<file path="src/rtl/rll_key_loader.sv">
// Sequential random-logic-locking key loader: serial handshake load into a shadow
// register, atomic commit, and a registered per-lane XOR/XNOR key-gate mask stage.
module rll_key_loader #(
  parameter int unsigned          KEY_WIDTH = 32,
  parameter int unsigned          CHANNELS  = 1,
  parameter logic [KEY_WIDTH-1:0] POLARITY  = '0,
  parameter int unsigned          ROT_STEP  = 1,
  parameter int unsigned          MAX_LOADS = 4
) (
  input  logic                          clk,
  input  logic                          rst_n,
  input  logic                          key_start,
  input  logic                          key_abort,
  input  logic                          key_in_valid,
  input  logic                          key_in_bit,
  output logic                          key_in_ready,
  output logic                          key_loaded,
  output logic [7:0]                    load_count,
  output logic                          frozen,
  input  logic                          data_in_valid,
  input  logic [CHANNELS*KEY_WIDTH-1:0] data_in,
  output logic                          data_out_valid,
  output logic [CHANNELS*KEY_WIDTH-1:0] data_out
);

  localparam int unsigned          CNT_W    = $clog2(KEY_WIDTH);
  localparam int unsigned          DATA_W   = CHANNELS * KEY_WIDTH;
  localparam logic [CNT_W-1:0]     LAST_BIT = CNT_W'(KEY_WIDTH - 1);
  localparam logic [7:0]           MAX_CNT  = 8'(MAX_LOADS);

  typedef enum logic [1:0] {IDLE, SHIFT, COMMIT, FROZEN} state_e;

  state_e               state_q, state_d;
  logic [KEY_WIDTH-1:0] shift_q, shift_d;
  logic [KEY_WIDTH-1:0] key_q, key_d;
  logic [CNT_W-1:0]     bit_cnt_q, bit_cnt_d;
  logic [7:0]           load_count_q, load_count_d;
  logic                 key_loaded_q, key_loaded_d;
  logic                 ready_q, ready_d;
  logic                 frozen_q, frozen_d;
  logic                 dout_valid_q;
  logic [DATA_W-1:0]    dout_q, dout_d;
  logic [DATA_W-1:0]    mask_c;
  logic [7:0]           count_inc_c;

  function automatic logic [KEY_WIDTH-1:0] rotl(input logic [KEY_WIDTH-1:0] x,
                                                input int unsigned amt);
    rotl = (amt == 0) ? x : ((x << amt) | (x >> (KEY_WIDTH - amt)));
  endfunction

  assign count_inc_c = (load_count_q == 8'hFF) ? load_count_q : load_count_q + 8'd1;

  // State and all registered outputs
  always_ff @(posedge clk or negedge rst_n) begin
    if (!rst_n) begin
      state_q      <= IDLE;
      shift_q      <= '0;
      key_q        <= '0;
      bit_cnt_q    <= '0;
      load_count_q <= '0;
      key_loaded_q <= 1'b0;
      ready_q      <= 1'b0;
      frozen_q     <= 1'b0;
      dout_valid_q <= 1'b0;
      dout_q       <= '0;
    end else begin
      state_q      <= state_d;
      shift_q      <= shift_d;
      key_q        <= key_d;
      bit_cnt_q    <= bit_cnt_d;
      load_count_q <= load_count_d;
      key_loaded_q <= key_loaded_d;
      ready_q      <= ready_d;
      frozen_q     <= frozen_d;
      dout_valid_q <= data_in_valid;
      dout_q       <= dout_d;
    end
  end

  // Next-state: abort beats restart, restart beats an incoming bit
  always_comb begin
    state_d = state_q;
    unique case (state_q)
      IDLE: if (key_start && !key_abort) state_d = SHIFT;
      SHIFT: begin
        if (key_abort)                                  state_d = IDLE;
        else if (!key_start && key_in_valid &&
                 bit_cnt_q == LAST_BIT)                 state_d = COMMIT;
      end
      COMMIT: state_d = (count_inc_c == MAX_CNT) ? FROZEN : IDLE;
      FROZEN: state_d = FROZEN;
      default: state_d = IDLE;
    endcase
  end

  // Shadow register, commit and status outputs
  always_comb begin
    shift_d      = shift_q;
    bit_cnt_d    = bit_cnt_q;
    key_d        = key_q;
    load_count_d = load_count_q;
    key_loaded_d = key_loaded_q;
    ready_d      = (state_d == SHIFT);
    frozen_d     = (state_d == FROZEN);
    unique case (state_q)
      IDLE: begin
        if (key_start && !key_abort) begin
          shift_d   = '0;
          bit_cnt_d = '0;
        end
      end
      SHIFT: begin
        if (!key_abort && key_start) begin
          shift_d   = '0;
          bit_cnt_d = '0;
        end else if (!key_abort && key_in_valid) begin
          shift_d   = {shift_q[KEY_WIDTH-2:0], key_in_bit};
          bit_cnt_d = bit_cnt_q + CNT_W'(1);
        end
      end
      COMMIT: begin
        key_d        = shift_q;
        key_loaded_d = 1'b1;
        load_count_d = count_inc_c;
      end
      default: ;
    endcase
  end

  // Per-lane mask: rotl(K ^ POLARITY) equals rotl(K) ^ rotl(POLARITY)
  for (genvar c = 0; c < CHANNELS; c++) begin : g_lane
    localparam int unsigned AMT = (int'(c) * ROT_STEP) % KEY_WIDTH;
    assign mask_c[c*KEY_WIDTH +: KEY_WIDTH] = rotl(key_q ^ POLARITY, AMT);
  end

  always_comb begin
    dout_d = dout_q;
    if (data_in_valid) dout_d = data_in ^ mask_c;
  end

  assign key_in_ready   = ready_q;
  assign key_loaded     = key_loaded_q;
  assign load_count     = load_count_q;
  assign frozen         = frozen_q;
  assign data_out_valid = dout_valid_q;
  assign data_out       = dout_q;

endmodule

</file>
<file path="config.mk">
export PLATFORM = sky130hd
export DESIGN_NAME = rll_key_loader
export DESIGN_NICKNAME = d
export VERILOG_FILES = /design/src/rtl/rll_key_loader.sv
export SDC_FILE = /design/constraint.sdc
export NUM_CORES = 1
export LEC_CHECK = 0
export ABC_AREA = 1
export CORE_ASPECT_RATIO = 0.7
export CORE_UTILIZATION = 28
export DETAILED_ROUTE_END_ITERATION = 8
export HOLD_SLACK_MARGIN = 0.02
export PLACE_DENSITY = 0.53
export SYNTH_ARGS = -nofsm -noshare
export SYNTH_HDL_FRONTEND = slang
export SYNTH_SLANG_ARGS = --single-unit
</file>
<file path="constraint.sdc">
create_clock -name clk -period 4.3 [get_ports clk]
set_input_delay 0.43 -clock clk [delete_from_list [all_inputs] [get_ports clk]]
set_output_delay 0.43 -clock clk [all_outputs]
set_load 0.01 [all_outputs]
</file>
==> results.md <==
- Status: completed
- Finished Core Util: 37.6%
- Slew Limit Fails: 0
- Fmax achieved: between 0.4 and 0.5 GHz
- CORE AREA: roughly 17000 um^2
- Post-synth top area cell: dfrtp_1
- RSZ-0062 raised after global routing: no
- Min cycle time layout: roughly 2.2 ns
- Worst EP arrival: about 2.5 ns
- Die Wd: 160 um
- Syn Area/Cell: 9.54 um^2
- Initial antenna violation count: 0
- Top_reg_cell synth: dfrtp_1
- Largest net degree at the start of global routing: between 70 and 80
- H-tree depth: 4
- Worst rel slew slack: between 30% and 40%
- First-pass GRT wire length: about 17 mm
- Num CTS Buffers: 17
- Crit path launch type: flip-flop
- Number of synthesized register bits: ~120
- Setup TNS: 0 ns
- Clock Skew: 0.00951 ns
- Synth-to-Final Area Change: 31.5%
- Diodes inserted: 0
- Synthesized instance count: 513
- DRT Wirelength: between 9 and 10 mm
- Synth warn: 0
- Cts repair resizes: 0
- Worst-path fanout max: 70
- Post-synth cell types: 28
- Wire per inst: roughly 12 um
- Async set-reset flop share out of synthesis: 100%
- Tot Pwr: 2.67 mW
- Share of layout cells above drive strength 1: just under 8%
- CTS tree: done
- Hold Fails Final Rpt: 0
- Critical path required time: between 4 and 5 ns
- Port Buf Inserts: 82
- Worst IR Drop VDD: 0.241 mV
- Max cap viols: 0
- Drt drc: 0
- Synth top area share: about three fifths
- Filler cell count: roughly 1700
- Commonest cells post-synth: dfrtp_1, nand2_1, o21ai_0
- Final nets: between 600 and 700
- Dpl hpwl: 6.34 mm
- Post-synth EDFFs: 0
- Routability congestion estimate: around 0.75
- GRT Total Usage: around 12%
- ANT nets after route: 0
- Mapped Nets: 555
- Initial core utilization: approximately 29%
- Sequential fraction of the synthesis area: about three fifths
- Clock root buffer: clkbuf_16
- Worst Hold Class: flip-flop to flip-flop
- Die H: between 100 and 150 um
- Sink Count: 115
- Final worst-path cycle share: 50.9%
- WS Path Type: flip-flop to flip-flop
- Vias/cell: about 4.2
- Clock Pin Slew Worst Setup and Hold Paths: approximately 0.050 ns
- Hold WS: 0.474 ns
- Endpoints failing setup: 0
- Worst-Skew Late Latency: 0.41 ns
- Global route total overflow: 0
- Ports: 83
- Setup ws final: ~2.1 ns
- Power density cells: around 410 nW/um^2
- Leakage dissipation: between 2 and 3 nW
- Die footprint: roughly 18000 um^2
- Iteration-0 DRC count of the detailed router: 242
- Clk buf depth: 2
- Total iterations of the first detailed-routing run: 5
- Count leader, synth: dfrtp_1
- Post-place setup slack: about 2 ns
- Num rows: 40
- Area contributors post-synth: dfrtp_1, o21ai_0, nand2_1
- Vias in the first global route: between 3000 and 4000
- Worst setup EP type: flip-flop
- Worst-Margin Slew: between 0.9 and 1 ns
- Reg area: approximately 2900 um^2
- Multi-input logic area: 1680 um^2
- Mapped Area: between 4000 and 5000 um^2
- Via count: roughly 3500
placed cells by master, fill, tap and decap left out:
cell | synthesis | final
nand3_1 | 45 | 45
dlygate4sd3_1 | 0 | 1
or2_2 | 1 | 1
a21oi_1 | 3 | 3
bufinv_16 | 0 | 1
inv_2 | 3 | 4
o21ai_1 | 18 | 18
clkdlybuf4s50_1 | 0 | 81
inv_1 | 49 | 49
o21ai_0 | 92 | 92
ha_1 | 3 | 3
a21oi_2 | 1 | 1
nand4_1 | 2 | 2
a21oi_4 | 1 | 1
buf_4 | 2 | 3
clkbuf_8 | 0 | 4
clkbuf_1 | 11 | 3
nor2_8 | 1 | 1
nand2_1 | 96 | 96
nand2_4 | 1 | 1
nand2_2 | 4 | 4
nor2_1 | 14 | 14
xnor2_1 | 32 | 32
nor2_2 | 3 | 3
nor2_4 | 1 | 1
clkinv_2 | 0 | 3
nand3b_1 | 1 | 1
clkbuf_16 | 0 | 17
nand4_2 | 1 | 1
dfrtp_1 | 115 | 115
clkinvlp_4 | 0 | 1
a41oi_1 | 1 | 1
metrics by stage:
step | area [um^2] | instances
floorplan | 4890 | 513
global placement | 5880 | 804
detailed placement | 5880 | 804
CTS | 6430 | 834
global route | 6430 | 834
finish | 6430 | 834
repair_timing:
action | in CTS | in global routing
hold buffers | 1 | 0
setup buffers | 0 | 0
hold endpoints to repair | 26 | 0
cell type report:
| type | instances | share of cell area, % |
|---|---|---|
| clock buffers | 24 | 7.64 |
| flip-flops and latches | 115 | 44.7 |
| repair buffers | 85 | 13.1 |
| inverters | 53 | 3.09 |
| well taps | 231 | 4.49 |
| multi-input cells | 321 | 26.1 |
| clock inverters | 5 | 0.817 |
worst paths after layout:
| check | start | end | slack [ns] | depth (start not counted) |
|---|---|---|---|---|
| max | state_q[1] | key_q[13] | 2.11 | 4 |
| min | key_loaded | key_loaded | 0.47 | 1 |
| max reg2reg | state_q[1] | key_q[13] | 2.11 | 4 |
| min reg2reg | key_loaded | key_loaded | 0.47 | 1 |
| max in group asynchronous | rst_n | data_out[10] | 2.91 | 3 |
| min in group asynchronous | rst_n | key_loaded | 0.48 | 2 |
metal layers:
metal	wire length (um)	track usage, %	up-vias
li1	-	-	1824
met1	4980	15.7	1655
met2	4510	17.9	58
met3	392	4.58	6
met4	86	5.71	0
met5	0	0	-
logic make-up (layout without fill, tap and decap cells):
kind of cell,Yosys count,count (layout),share of synthesized area [%]
xor+xnor,32,32,5.73
flops,115,115,58.8
simple gates,170,170,15.6
buf+inv,77,167,6.85
compound gates,116,116,12.2
fa+ha+maj,3,3,0.767
report_power, final:
group / internal, mW / switching, mW / leakage (nW) / total, mW
Sequential: 1.14 / 0.0268 / 1.44 / 1.16
Clock: 0.841 / 0.461 / 0.268 / 1.30
Combinational: 0.108 / 0.0931 / 1.08 / 0.201
registers in the layout, indices dropped and copies added, names as in the netlist:
| name | count |
|---|---|
| bit_cnt_q | 5 |
| data_out | 32 |
| data_out_valid | 1 |
| frozen | 1 |
| key_in_ready | 1 |
| key_loaded | 1 |
| key_q | 32 |
| load_count | 8 |
| shift_q | 32 |
| state_q | 2 |
worst max-delay path, cell delays in order, from the launching register on:
cell and delay [ns]:
dfrtp_1 0.39, inv_1 0.05, nor2_1 0.61, inv_2 0.59, o21ai_0 0.38
Note: power is estimated with default switching activity, not from simulation.
